File: src/rtl/kv_reply_tx.sv
`default_nettype none
// ============================================================================
// Module      : kv_reply_tx
// Description : Builds and serialises a 62-byte Ethernet/IPv4/UDP reply frame
//               per key-value lookup result onto a 64-bit AXI-Stream TX port.
//               Optional macro KV_REPLY_IPCSUM_EN enables the IPv4 header
//               checksum (extra CSUM cycle); otherwise the checksum is 0x0000.
// Revision    : 1.0 - initial release
// ============================================================================
module kv_reply_tx #(
    parameter int          KEY_SIZE = 96,
    parameter int          VAL_SIZE = 32,
    parameter logic [47:0] SRC_MAC  = 48'h00_0A_35_00_00_01,
    parameter logic [31:0] SRC_IP   = 32'h0A_00_00_01,
    parameter logic [15:0] SRC_PORT = 16'd11211
) (
    input  logic                clk156,
    input  logic                eth_rst_n,
    input  logic                req_valid,
    output logic                req_ready,
    input  logic [KEY_SIZE-1:0] req_key,
    input  logic [VAL_SIZE-1:0] req_val,
    input  logic [3:0]          req_flag,
    input  logic [47:0]         req_dst_mac,
    input  logic [31:0]         req_dst_ip,
    input  logic [15:0]         req_dst_port,
    output logic                m_axis_tx_tvalid,
    input  logic                m_axis_tx_tready,
    output logic [63:0]         m_axis_tx_tdata,
    output logic [7:0]          m_axis_tx_tkeep,
    output logic                m_axis_tx_tlast,
    output logic                m_axis_tx_tuser,
    output logic [31:0]         tx_frames
);

`ifdef KV_REPLY_IPCSUM_EN
    typedef enum logic [1:0] {
        ST_IDLE = 2'd0,
        ST_CSUM = 2'd1,
        ST_SEND = 2'd2
    } state_t;
`else
    typedef enum logic [1:0] {
        ST_IDLE = 2'd0,
        ST_SEND = 2'd2
    } state_t;
`endif

    state_t                r_state;
    logic [2:0]            r_beat;
    logic [KEY_SIZE-1:0]   r_key;
    logic [VAL_SIZE-1:0]   r_val;
    logic [3:0]            r_flag;
    logic [47:0]           r_dst_mac;
    logic [31:0]           r_dst_ip;
    logic [15:0]           r_dst_port;
    logic [15:0]           r_ident;

    logic [15:0]           w_csum_field;
    logic [47:0]           w_mac_src;
    logic [2:0]            w_next_idx;
    logic [511:0]          w_hdr;
    logic [511:0]          w_shifted;
    logic [63:0]           w_beat_data;

`ifdef KV_REPLY_IPCSUM_EN
    logic [15:0]           r_csum;
    logic [31:0]           w_sum;
    logic [16:0]           w_fold1;
    logic [15:0]           w_fold2;

    assign w_sum = 32'h0000_4500 + 32'h0000_0030 + {16'h0000, r_ident}
                 + 32'h0000_4000 + 32'h0000_4011
                 + {16'h0000, SRC_IP[31:16]}   + {16'h0000, SRC_IP[15:0]}
                 + {16'h0000, r_dst_ip[31:16]} + {16'h0000, r_dst_ip[15:0]};
    assign w_fold1      = {1'b0, w_sum[15:0]} + {1'b0, w_sum[31:16]};
    assign w_fold2      = w_fold1[15:0] + {15'h0000, w_fold1[16]};
    assign w_csum_field = r_csum;
`else
    assign w_csum_field = 16'h0000;
`endif

    // Beat 0 is loaded on the capture edge in the no-checksum build, so the
    // MAC must come straight from the request port while idle.
    assign w_mac_src  = (r_state == ST_IDLE) ? req_dst_mac : r_dst_mac;
    assign w_next_idx = (r_state == ST_SEND) ? (r_beat + 3'd1) : 3'd0;

    // Whole frame in wire order, byte 0 at the MSB end, padded to 64 bytes.
    assign w_hdr = {w_mac_src, SRC_MAC, 16'h0800,
                    8'h45, 8'h00, 16'h0030, r_ident,
                    16'h4000, 8'h40, 8'h11, w_csum_field,
                    SRC_IP, r_dst_ip,
                    SRC_PORT, r_dst_port, 16'h001C, 16'h0000,
                    4'h0, r_flag, 24'h000000,
                    r_key, r_val, 16'h0000};

    assign w_shifted = w_hdr << {w_next_idx, 6'b000000};

    always_comb begin
        w_beat_data = {<<8{w_shifted[511:448]}};
    end

    assign m_axis_tx_tuser = 1'b0;

    always_ff @(posedge clk156 or negedge eth_rst_n) begin
        if (!eth_rst_n) begin
            r_state          <= ST_IDLE;
            r_beat           <= 3'd0;
            r_key            <= '0;
            r_val            <= '0;
            r_flag           <= 4'h0;
            r_dst_mac        <= 48'h0;
            r_dst_ip         <= 32'h0;
            r_dst_port       <= 16'h0;
            r_ident          <= 16'h0;
`ifdef KV_REPLY_IPCSUM_EN
            r_csum           <= 16'h0;
`endif
            req_ready        <= 1'b0;
            m_axis_tx_tvalid <= 1'b0;
            m_axis_tx_tdata  <= 64'h0;
            m_axis_tx_tkeep  <= 8'h00;
            m_axis_tx_tlast  <= 1'b0;
            tx_frames        <= 32'h0;
        end else begin
            case (r_state)
                ST_IDLE: begin
                    if (req_valid && req_ready) begin
                        r_key      <= req_key;
                        r_val      <= req_val;
                        r_flag     <= req_flag;
                        r_dst_mac  <= req_dst_mac;
                        r_dst_ip   <= req_dst_ip;
                        r_dst_port <= req_dst_port;
                        req_ready  <= 1'b0;
`ifdef KV_REPLY_IPCSUM_EN
                        r_state    <= ST_CSUM;
`else
                        r_state          <= ST_SEND;
                        r_beat           <= 3'd0;
                        m_axis_tx_tvalid <= 1'b1;
                        m_axis_tx_tdata  <= w_beat_data;
                        m_axis_tx_tkeep  <= 8'hFF;
                        m_axis_tx_tlast  <= 1'b0;
`endif
                    end else begin
                        req_ready <= 1'b1;
                    end
                end
`ifdef KV_REPLY_IPCSUM_EN
                ST_CSUM: begin
                    r_csum           <= ~w_fold2;
                    r_state          <= ST_SEND;
                    r_beat           <= 3'd0;
                    m_axis_tx_tvalid <= 1'b1;
                    m_axis_tx_tdata  <= w_beat_data;
                    m_axis_tx_tkeep  <= 8'hFF;
                    m_axis_tx_tlast  <= 1'b0;
                end
`endif
                ST_SEND: begin
                    if (m_axis_tx_tvalid && m_axis_tx_tready) begin
                        if (r_beat == 3'd7) begin
                            m_axis_tx_tvalid <= 1'b0;
                            m_axis_tx_tdata  <= 64'h0;
                            m_axis_tx_tkeep  <= 8'h00;
                            m_axis_tx_tlast  <= 1'b0;
                            r_state          <= ST_IDLE;
                            req_ready        <= 1'b1;
                            r_ident          <= r_ident + 16'd1;
                            tx_frames        <= tx_frames + 32'd1;
                        end else begin
                            r_beat           <= w_next_idx;
                            m_axis_tx_tdata  <= w_beat_data;
                            m_axis_tx_tkeep  <= (w_next_idx == 3'd7) ? 8'h3F : 8'hFF;
                            m_axis_tx_tlast  <= (w_next_idx == 3'd7);
                        end
                    end
                end
                default: begin
                    r_state <= ST_IDLE;
                end
            endcase
        end
    end

endmodule
`default_nettype wire
File: config.mk
export PLATFORM = sky130hd
export DESIGN_NAME = kv_reply_tx
export DESIGN_NICKNAME = d
export VERILOG_FILES = /design/src/rtl/kv_reply_tx.sv
export SDC_FILE = /design/constraint.sdc
export NUM_CORES = 1
export LEC_CHECK = 0
export CAP_MARGIN = 20
export CORE_MARGIN = 2
export CORE_UTILIZATION = 51
export DETAILED_ROUTE_END_ITERATION = 16
export PLACE_DENSITY = 0.85
export SYNTH_ARGS = -nofsm -noshare
export SYNTH_HDL_FRONTEND = slang
export SYNTH_SLANG_ARGS = --single-unit
File: constraint.sdc
create_clock -name clk156 -period 2.4 [get_ports clk156]
set_input_delay 0.6 -clock clk156 [delete_from_list [all_inputs] [get_ports clk156]]
set_output_delay 0.6 -clock clk156 [all_outputs]
set_load 0.005 [all_outputs]
==> results of run 1 <==
## cells by family (layout without fill, tap and decap cells)
logic type                 Yosys count  in the layout
AOI/OAI and AO/OA                  268            268
xor gates and xnor gates            46             46
adders and majority gates            4              4
buffers and inverters              125            464
DFF                                348            348
muxes                               73             73
other                                1              8
and+or+nand+nor                    867            867
## layout make-up
| cell class | count | area, um2 | share of cell area [%] |
|---|---|---|---|
| Antenna cell | 7 | 17.5 | 0.0845 |
| Inverter | 11 | 41.3 | 0.199 |
| Timing Repair Buffer | 391 | 3970 | 19.2 |
| Tap cell | 390 | 488 | 2.35 |
| Clock buffer | 56 | 1090 | 5.25 |
| Multi-Input combinational cell | 1259 | 6320 | 30.5 |
| Clock inverter | 6 | 91.3 | 0.440 |
| Sequential cell | 348 | 8710 | 42.0 |
## report_power, final
part           switching [mW]  internal (mW)
combinational            5.69           4.51
clock                    2.26           3.33
sequential               1.42           8.15
## per-layer routing
layer  up-vias  share of wire [%]  track usage, %
met1      6745                 39            37.2
met4         6                4.8            14.3
li1       6347                  -               -
met3       158                8.6            6.93
met2       653                 48            47.6
met5         -              0.069               0
## sequential cells by signal, summed over array words and instances, names as in the netlist
register	count
r_beat	3
r_dst_port	16
r_dst_mac	48
m_axis_tx_tvalid	1
r_dst_ip	32
r_ident	16
r_flag	4
m_axis_tx_tdata	64
tx_frames	32
m_axis_tx_tlast	1
r_val	32
req_ready	1
r_key	96
m_axis_tx_tkeep	2
## per-stage QoR
step | util (%) | instances | cell area (um2)
floorplan | - | 1732 | 15500
global placement | 65.5 | 2399 | 19500
detailed placement | 65.5 | 2399 | 19500
CTS | 69.5 | 2461 | 20700
global route | 69.6 | 2465 | 20700
finish | 69.6 | 2468 | 20700
## path summary, 6_finish.rpt
kind | slack, ps | startpoint | cells after the start | end
worst min-delay path | 60 | eth_rst_n | 1 | tx_frames[25]
worst min register to register | 470 | r_key[55] | 2 | r_key[55]
min in group clk156 | 470 | r_key[55] | 2 | r_key[55]
worst max register to register | 160 | r_beat[0] | 6 | m_axis_tx_tdata[21]
max in group asynchronous | 1640 | eth_rst_n | 2 | m_axis_tx_tdata[19]
worst max-delay path | 160 | r_beat[0] | 6 | m_axis_tx_tdata[21]
## worst reg2reg max path, cell delays in order (launching register included)
cell and delay (ps):
sky130_fd_sc_hd__dfrtp_4 500, sky130_fd_sc_hd__ha_4 170, sky130_fd_sc_hd__ha_2 450, sky130_fd_sc_hd__inv_1 250, sky130_fd_sc_hd__o311ai_0 440, sky130_fd_sc_hd__a31oi_1 140, sky130_fd_sc_hd__a21o_1 170
## layout by cell type, fill, tap and decap left out, drive strengths merged, types with 3 or more instances in the layout
| cell type | count |
|---|---|
| a211oi | 8 |
| a21o | 7 |
| a21oi | 69 |
| a221oi | 12 |
| a22o | 15 |
| a22oi | 9 |
| a31oi | 4 |
| and2 | 4 |
| and3 | 3 |
| and4 | 7 |
| buf | 54 |
| clkbuf | 56 |
| clkdlybuf4s50 | 337 |
| clkinv | 4 |
| dfrtp | 348 |
| diode | 7 |
| ha | 4 |
| inv | 11 |
| mux2 | 6 |
| mux2i | 67 |
| nand2 | 770 |
| nand2b | 3 |
| nand3 | 24 |
| nand4 | 14 |
| nor2 | 28 |
| nor3 | 6 |
| nor4 | 4 |
| o211ai | 3 |
| o21ai | 94 |
| o221ai | 5 |
| o22ai | 26 |
| o311ai | 5 |
| o31ai | 4 |
| xnor2 | 34 |
| xor2 | 12 |
## what timing repair did
action                                  4_1_cts  5_1_grt
buffers inserted                              0        0
resized for setup                             0        2
endpoints found under the setup margin        0       12
==> PnR_summary.wiki, run 1 <==
{| class="wikitable"
! Metric !! Value
|-
| Setup violation total in the final timing report || 0
|-
| Number of instances in the synthesized netlist || 1,732
|-
| Worst Path Max Fanout || 11
|-
| Unrepaired setup endpoints after global routing || false
|-
| Inserted Clock Buffers || 37
|-
| Power Density || 1220 nW/um2
|-
| First-iteration detailed-routing DRC count || 1,141
|-
| Primary flip-flop cell chosen by synthesis mapping || sky130_fd_sc_hd__dfrtp_1
|-
| First-pass iteration count of the detailed router || 5
|-
| Slew headroom || 57.4%
|-
| Post-route clock period utilization || 93.4%
|-
| Worst vdd ir || 838 uV
|-
| Startpoint-to-endpoint class of the critical path || reg -> reg
|-
| Global-route wire length before repair || 73,300 um
|-
| Sequential cell area fraction in the yosys report || 56.1%
|-
| Die Footprint || 31,900 um2
|-
| Slew at the pin closest to its max-slew limit || 637 ps
|-
| Worst setup margin || 159 ps
|-
| Main combinational cell family by area after synthesis || simple AND/OR/NAND/NOR gates
|-
| Layout fillers || 2,216
|-
| CTS tree || done
|-
| Maximum clock path buffer count || 3
|-
| Routed length per instance || 18.9 um
|-
| Synth cell count leaders || sky130_fd_sc_hd__nand2_1, sky130_fd_sc_hd__dfrtp_1, sky130_fd_sc_hd__o21ai_0
|-
| Min-delay worst type || in -> async
|-
| Setup skew after layout || 20.8 ps
|-
| Maximum clock frequency || 0.446 GHz
|-
| Crit path DAT || 2640 ps
|-
| Period minus WS final || 2240 ps
|-
| Family with the most delay on the worst path || compound AO/OA/AOI/OAI gates
|-
| Cell-by-cell listing of the critical path || ha_4, ha_2, inv_1, o311ai_0, a31oi_1, a21o_1
|-
| Die extent in x || 179 um
|-
| Worst endpoint required time || 2800 ps
|-
| Simple logic cell fraction of the synthesized area || 22.2%
|-
| Total wirelength of the detailed-routed design || 46,700 um
|-
| Post-synth EDFFs || 0
|-
| Adder and majority cell fraction of the synthesized area || 0.322%
|-
| Congestion Overflow GR || 0
|-
| Endpoint type of the worst setup path || register
|-
| Std cell rows || 63
|-
| Number of nets with antenna violations after detailed routing || 0
|-
| Total count of max-transition violations in the final report || 0
|-
| Placer Congestion || 0.866
|-
| CTS H-tree lvls || 2
|-
| Post-Place Worst Slack || 37.8 ps
|-
| CP max stage delay || 500 ps
|-
| Leakage dissipation || 9.97 nW
|-
| Total core area || 29,800 um2
|-
| TritonCTS sink count || 348
|-
| Clock edge transition at the registers on the reported setup and hold paths || 60 ps
|-
| Critical path's slowest cell || sky130_fd_sc_hd__dfrtp_4
|-
| Root Driver || sky130_fd_sc_hd__clkbuf_16
|-
| HPWL reported at the end of detailed placement || 32,000 um
|-
| XOR/XNOR share of the synthesized area || 2.59%
|-
| Overall power after layout || 25.4 mW
|-
| Max-capacitance violation count || 0
|-
| Nets@finish || 2,284
|-
| Synthesized Nets || 1,968
|-
| Kind of start point of the critical path || register
|-
| Die Span Y || 179 um
|-
| DR DRC count || 0
|-
| Count of boundary I/O pins || 340
|-
| Via count of the routed design || 13,900
|-
| Result of the run || completed
|-
| Share of the synthesized area in the top cell type || 56.1%
|-
| Count of distinct cell types in the synthesized netlist || 49
|-
| Async set-or-reset flop fraction in the synthesized netlist || 100%
|-
| Compound-gate portion of the synthesized area || 10.5%
|-
| Count of yosys warnings during synthesis || 0
|-
| Cell types with the largest area share after synthesis || sky130_fd_sc_hd__dfrtp_1, sky130_fd_sc_hd__nand2_1, sky130_fd_sc_hd__mux2i_1, sky130_fd_sc_hd__o21ai_0, sky130_fd_sc_hd__a21oi_1
|-
| Total Negative Setup Slacks || 0 ps
|-
| Hold-fix buffer count after cts || 0
|-
| Overall global routing resource usage || 29.4%
|-
| Post-Route Hold Slack || 61.2 ps
|-
| Insertion delay of the later-clocked pin in the worst-skew pair || 520 ps
|-
| Share of final-layout standard cells stronger than drive strength 1 || 6.08%
|-
| Port Buffers || 338
|-
| Flops & latches, synth || 348
|-
| Dominant cell by count in the synthesized netlist || sky130_fd_sc_hd__nand2_1
|-
| Routed vias/inst || 5.64
|-
| Library cell with the largest summed area after synthesis || sky130_fd_sc_hd__dfrtp_1
|-
| Number of hold-slack violations in the final timing report || 0
|-
| Layout-stage area growth over the synthesis result || 33.5%
|-
| Maximum number of pins on one net before global-route repair || 120
|-
| Buf+Inv Stages, Crit Path || 1
|-
| Multiplexer share of the synthesized area || 4.75%
|-
| Syn avg cell area || 8.97 um2
|-
| Effective utilization at floorplan || 52.1%
|-
| Area of the mapped netlist || 15,500 um2
|-
| Number of antenna violations at the first check in global routing || 8
|-
| Via count of the first global-routing pass || 14,200
|}
No activity file was read; power rests on OpenSTA's default activity.
==> run 2, diff against run 1 <==
--- a/config.mk
+++ b/config.mk
@@ -8,6 +8,7 @@
 export CAP_MARGIN = 20
 export CORE_MARGIN = 2
 export CORE_UTILIZATION = 51
+export CTS_CLUSTER_DIAMETER = 30
 export DETAILED_ROUTE_END_ITERATION = 16
 export PLACE_DENSITY = 0.85
 export SYNTH_ARGS = -nofsm -noshare
==> PnR_summary.wiki, run 2 (synthesis results as in run 1) <==
{| class="wikitable"
! Metric !! Value
|-
| Result of the run || completed
|-
| Endpoint type of the worst setup path || register
|-
| Std cell rows || 63 (unchanged)
|-
| Slew headroom || 58.5% (+1.2 points)
|-
| CP Launch Point || r_beat[0]
|-
| Die Footprint || 31,900 um2 (unchanged)
|-
| # resized after CTS || 0 (unchanged)
|-
| Min-delay worst type || in -> async
|-
| Total core area || 29,800 um2 (unchanged)
|-
| Hold-fix buffer count after cts || 0 (unchanged)
|-
| Post-Route Hold Slack || 17.7 ps (-43.5 ps)
|-
| Routed vias/inst || 5.66 (+0.48%)
|-
| TritonCTS sink count || 348 (unchanged)
|-
| Register-to-register setup slack || 100 ps (-60 ps)
|-
| FF/Latch Area || 8710 um2 (unchanged)
|-
| Startpoint-to-endpoint class of the critical path || reg -> reg
|-
| Power Density || 1350 nW/um2 (+10%)
|-
| Congestion Overflow GR || 0 (unchanged)
|-
| Post-route clock period utilization || 96.0% (+2.6 points)
|-
| Largest registers || r_key: 96 flops, m_axis_tx_tdata: 64 flops, r_dst_mac: 48 flops
|-
| Insertion delay of the later-clocked pin in the worst-skew pair || 570 ps (+50 ps)
|-
| CTS H-tree lvls || 3 (+1)
|-
| Unrepaired setup endpoints after global routing || false
|-
| First-pass iteration count of the detailed router || 5 (unchanged)
|-
| Via count of the first global-routing pass || 15,000 (+5.9%)
|-
| Crit path DAT || 2720 ps (+80 ps)
|-
| Total count of max-transition violations in the final report || 0 (unchanged)
|-
| Maximum number of pins on one net before global-route repair || 120 (unchanged)
|-
| Share of final-layout standard cells stronger than drive strength 1 || 8.76% (+2.7 points)
|-
| Commonest non-fill, non-tap cell in the layout || sky130_fd_sc_hd__nand2_1
|-
| Clock edge transition at the registers on the reported setup and hold paths || 50 ps (about the same)
|-
| Slew at the pin closest to its max-slew limit || 620 ps (-17.2 ps)
|-
| Root Driver || sky130_fd_sc_hd__clkbuf_16
|-
| Layout fillers || 2,070 (-6.6%)
|-
| Nets@finish || 2,317 (+1.4%)
|-
| First-iteration detailed-routing DRC count || 1,290 (+13%)
|-
| Count of boundary I/O pins || 340 (unchanged)
|-
| Total Negative Setup Slacks || 0 ps (unchanged)
|-
| Startpoint of the most critical register-to-register path || r_beat[0]
|-
| Leakage dissipation || 10.5 nW (+5.5%)
|-
| Worst endpoint required time || 2810 ps (about the same)
|-
| Maximum clock frequency || 0.434 GHz (-2.8%)
|-
| Port Buffers || 338 (unchanged)
|-
| CTS tree || done
|-
| Number of nets with antenna violations after detailed routing || 0 (unchanged)
|-
| Top library cells by usage in the layout, fill and taps aside || sky130_fd_sc_hd__nand2_1, sky130_fd_sc_hd__dfrtp_1, sky130_fd_sc_hd__clkdlybuf4s50_1
|-
| Period minus WS final || 2300 ps (+63.4 ps)
|-
| Global-route wire length before repair || 77,500 um (+5.6%)
|-
| Effective utilization at floorplan || 52.1% (unchanged)
|-
| Die extent in x || 179 um (unchanged)
|-
| Max-capacitance violation count || 0 (unchanged)
|-
| Kind of start point of the critical path || register
|-
| Register with the most flip-flops || r_key
|-
| Number of hold-slack violations in the final timing report || 0 (unchanged)
|-
| Worst setup margin || 95.9 ps (-63.4 ps)
|-
| Worst vdd ir || 836 uV (-0.24%)
|-
| Die Span Y || 179 um (unchanged)
|-
| Max FFs per register || 96 (unchanged)
|-
| Maximum clock path buffer count || 3 (unchanged)
|-
| Post-Place Worst Slack || 37.8 ps (unchanged)
|-
| Setup violation total in the final timing report || 0 (unchanged)
|-
| Setup skew after layout || 24.6 ps (+3.76 ps)
|-
| Via count of the routed design || 14,300 (+2.9%)
|-
| Number of antenna violations at the first check in global routing || 7 (-1)
|-
| HPWL reported at the end of detailed placement || 32,000 um (unchanged)
|-
| Placer Congestion || 0.866 (unchanged)
|-
| Layout-stage area growth over the synthesis result || 40.9%
|-
| Count of cells along the worst register-to-register path || 6 (unchanged)
|-
| Worst Path Max Fanout || 11 (unchanged)
|-
| Overall global routing resource usage || 31.2% (+1.8 points)
|-
| Combined area of the multi-input logic cells || 6310 um2 (-0.16%)
|-
| Post-CTS Setup Inserts || 0 (unchanged)
|-
| DR DRC count || 0 (unchanged)
|-
| Total wirelength of the detailed-routed design || 49,500 um (+6.1%)
|-
| Routed length per instance || 19.6 um (+3.5%)
|-
| Inserted Clock Buffers || 70 (+89%)
|-
| Crit Reg-Reg Endpoint || m_axis_tx_tdata[4]
|}
run 2: power breakdown:
group          switching (mW)  internal, mW
combinational            5.81          4.49
clock                    3.21          6.37
sequential               1.45          8.17
run 2: critical path, stage by stage (launching register included):
cell                       delay [ps]
sky130_fd_sc_hd__dfrtp_4          480
sky130_fd_sc_hd__ha_2             190
sky130_fd_sc_hd__ha_2             340
sky130_fd_sc_hd__inv_1            350
sky130_fd_sc_hd__nand2_1          310
sky130_fd_sc_hd__o221ai_1         320
sky130_fd_sc_hd__o21ai_0          170
run 2: cell type report:
type | instances | area share [%]
multi-input combinational | 1259 | 28.9
timing repair buffer | 391 | 18.2
clock inverter | 35 | 2.04
antenna | 4 | 0.0457
tap | 390 | 2.23
sequential | 348 | 39.8
inverter | 11 | 0.189
clock buffer | 90 | 8.67
run 2: worst max-delay path by stage:
stage,slack [ps],to,depth (start not counted)
5_1_grt,4,m_axis_tx_tdata[28],7
3_5_place_dp,40,tx_frames[25],6
6_report,100,m_axis_tx_tdata[4],6
2_1_floorplan,350,m_axis_tx_tdata[14],9
3_3_place_gp,90,tx_frames[25],6
4_1_cts,110,m_axis_tx_tdata[28],7
run 2: layer usage:
layer | track usage, % | share of wire [%]
met1 | 37.6 | 37
met4 | 15.7 | 4.2
met5 | 0 | 0.071
met3 | 8.10 | 9.4
met2 | 51.9 | 49
run 2: metrics by stage:
| stage | area, um2 | utilization, % | power [mW] | cells |
|---|---|---|---|---|
| floorplan | 15500 | - | 15.2 | 1732 |
| global placement | 19500 | 65.5 | 19.2 | 2399 |
| detailed placement | 19500 | 65.5 | 19.6 | 2399 |
| CTS | 21900 | 73.4 | 29.5 | 2524 |
| global route | 21900 | 73.4 | 31.1 | 2526 |
| finish | 21900 | 73.4 | 29.5 | 2528 |
==> run 3, diff against run 2 <==
--- a/config.mk
+++ b/config.mk
@@ -10,6 +10,7 @@
 export CORE_UTILIZATION = 51
 export CTS_CLUSTER_DIAMETER = 30
 export DETAILED_ROUTE_END_ITERATION = 16
+export GPL_ROUTABILITY_DRIVEN = 0
 export PLACE_DENSITY = 0.85
 export SYNTH_ARGS = -nofsm -noshare
 export SYNTH_HDL_FRONTEND = slang
==> PnR_summary.wiki, run 3 (synthesis results as in run 1) <==
{| class="wikitable"
! Metric !! Value
|-
| Post-route clock period utilization || 96.4% (+0.44 points)
|-
| Top library cells by usage in the layout, fill and taps aside || sky130_fd_sc_hd__nand2_1, sky130_fd_sc_hd__dfrtp_1, sky130_fd_sc_hd__clkdlybuf4s50_1
|-
| Congestion Overflow GR || 0 (unchanged)
|-
| First-pass iteration count of the detailed router || 7 (+2)
|-
| Post-route non-filler standard cell count || 2,545 (+0.67%)
|-
| CTS tree || done
|-
| Max-capacitance violation count || 0 (unchanged)
|-
| Count of cells along the worst register-to-register path || 7 (+1)
|-
| Inserted Clock Buffers || 75 (+7.1%)
|-
| Routed length per instance || 20.0 um (+2.1%)
|-
| Period minus WS final || 2310 ps (+10.5 ps)
|-
| Share of final-layout standard cells stronger than drive strength 1 || 9.54% (+0.78 points)
|-
| Min-delay worst type || in -> async
|-
| Post-DP Area || 19,500 um2 (-0.22%)
|-
| Area of all placed cells without fillers || 22,300 um2 (+2.0%)
|-
| Total core area || 29,800 um2 (unchanged)
|-
| Number of antenna violations at the first check in global routing || 10 (+3)
|-
| First-iteration detailed-routing DRC count || 1,317 (+2.1%)
|-
| CTS H-tree lvls || 3 (unchanged)
|-
| Number of placed instances with taps included || 2,400 (+0.042%)
|-
| Global-route wire length before repair || 79,100 um (+2.1%)
|-
| Effective utilization at floorplan || 52.1% (unchanged)
|-
| Port Buffers || 338 (unchanged)
|-
| Commonest non-fill, non-tap cell in the layout || sky130_fd_sc_hd__nand2_1
|-
| Nets@finish || 2,323 (+0.26%)
|-
| Via count of the routed design || 14,500 (+1.2%)
|-
| Via count of the first global-routing pass || 15,000 (+0.20%)
|-
| TritonCTS sink count || 348 (unchanged)
|-
| Leakage dissipation || 10.7 nW (+2.1%)
|-
| Root Driver || sky130_fd_sc_hd__clkbuf_16
|-
| Unrepaired setup endpoints after global routing || true
|-
| Result of the run || finished with violations
|-
| Maximum clock frequency || 0.432 GHz (-0.45%)
|-
| Power Density || 1410 nW/um2 (+4.7%)
|-
| Post-Route Hold Slack || -8.85 ps (-26.6 ps)
|-
| Register-to-register setup slack || 90 ps (about the same)
|-
| Count of boundary I/O pins || 340 (unchanged)
|-
| Worst setup margin || 85.4 ps (-10.5 ps)
|-
| DR DRC count || 0 (unchanged)
|-
| Number of nets with antenna violations after detailed routing || 0 (unchanged)
|-
| Number of hold-slack violations in the final timing report || 2 (+2)
|-
| Register with the most flip-flops || r_key
|-
| Die Span Y || 179 um (unchanged)
|-
| Max FFs per register || 96 (unchanged)
|-
| Crit path DAT || 2780 ps (+60 ps)
|-
| Kind of start point of the critical path || register
|-
| Total count of max-transition violations in the final report || 0 (unchanged)
|-
| Worst vdd ir || 862 uV (+3.1%)
|-
| Worst Path Max Fanout || 24 (+13)
|-
| Insertion delay of the later-clocked pin in the worst-skew pair || 570 ps (about the same)
|-
| HPWL reported at the end of detailed placement || 32,200 um (+0.54%)
|-
| Std cell rows || 63 (unchanged)
|-
| Layout-stage area growth over the synthesis result || 43.7%
|-
| Overall global routing resource usage || 32.0% (+0.83 points)
|-
| Slew at the pin closest to its max-slew limit || 624 ps (+3.84 ps)
|-
| Startpoint of the most critical register-to-register path || r_beat[0]
|-
| Maximum number of pins on one net before global-route repair || 120 (unchanged)
|-
| Largest registers || r_key: 96 flops, m_axis_tx_tdata: 64 flops, r_dst_mac: 48 flops
|-
| Die Footprint || 31,900 um2 (unchanged)
|-
| Maximum clock path buffer count || 3 (unchanged)
|-
| Post-Place Worst Slack || 49.8 ps (+11.9 ps)
|-
| Violated checks || hold timing
|-
| Clock edge transition at the registers on the reported setup and hold paths || 50 ps (about the same)
|-
| Slew headroom || 58.4% (-0.10 points)
|-
| Setup violation total in the final timing report || 0 (unchanged)
|-
| Die extent in x || 179 um (unchanged)
|-
| Endpoint type of the worst setup path || register
|-
| Startpoint-to-endpoint class of the critical path || reg -> reg
|-
| Total wirelength of the detailed-routed design || 50,900 um (+2.8%)
|-
| Crit Reg-Reg Endpoint || m_axis_tx_tdata[3]
|-
| Final design utilization || 74.9% (+1.5 points)
|-
| Worst endpoint required time || 2860 ps (+50 ps)
|-
| Routed vias/inst || 5.69 (+0.50%)
|-
| Setup skew after layout || 28.2 ps (+3.60 ps)
|}
## run 3: changes by cell type in the layout (fill, tap and decap cells not counted), sizes merged
cell	previous run	this run
buf	54	55
bufinv	7	17
clkbuf	90	95
clkinv	11	13
clkinvlp	8	9
diode	4	7
inv	20	15
## run 3: final cells by class
| class | instances | area (um2) |
|---|---|---|
| Antenna cell | 7 | 17.5 |
| Multi-Input combinational cell | 1259 | 6320 |
| Clock inverter | 43 | 712 |
| Timing Repair Buffer | 392 | 3940 |
| Fill cell | 1908 | 7470 |
| Sequential cell | 348 | 8710 |
| Tap cell | 390 | 488 |
| Inverter | 11 | 41.3 |
| Clock buffer | 95 | 2100 |
## run 3: worst max-delay path by stage
stage	from	to	slack [ps]	cells past startpoint
after global placement	m_axis_tx_tready	tx_frames[31]	120	6
after CTS	r_beat[0]	m_axis_tx_tdata[62]	80	6
after floorplan	r_beat[0]	m_axis_tx_tdata[14]	350	9
after global routing	r_beat[0]	m_axis_tx_tdata[4]	-10	6
after detailed placement	m_axis_tx_tready	tx_frames[22]	50	6
final	r_beat[0]	m_axis_tx_tdata[3]	90	7
## run 3: critical path: stages (launching register included)
cell and delay [ps]:
sky130_fd_sc_hd__dfrtp_4 480, sky130_fd_sc_hd__ha_2 190, sky130_fd_sc_hd__ha_2 470, sky130_fd_sc_hd__nand3_1 140, sky130_fd_sc_hd__buf_4 290, sky130_fd_sc_hd__o22ai_1 270, sky130_fd_sc_hd__a21oi_1 130, sky130_fd_sc_hd__o21ai_0 260
## run 3: what timing repair did
item | CTS | global route
resized for setup | 0 | 4
hold buffers | 0 | 0
setup buffers | 0 | 0
endpoints found under the setup margin | 0 | 16
## run 3: metal layers
metal	vias to the layer above	global-route usage (%)	share of wire, %
li1	6452	-	-
met1	7032	37.4	37
met2	800	53.1	49
met3	197	9.51	9.8
met4	4	17.4	5.1
met5	-	0	0.045
## run 3: through the flow
step                total power [mW]  setup TNS, ps
global route                    33.1          -16.7
CTS                             31.4              0
global placement                19.2              0
finish                          31.5              0
detailed placement              19.7              0
floorplan                       15.2              0
## run 3: report_power, final
group          total [mW]  switching [mW]  internal [mW]  leakage (nW)
Combinational        10.4            5.97           4.46          4.85
Clock                11.4            3.36           8.01          1.35
Sequential           9.69            1.52           8.18          4.54
Total                31.5            10.8           20.6          10.7
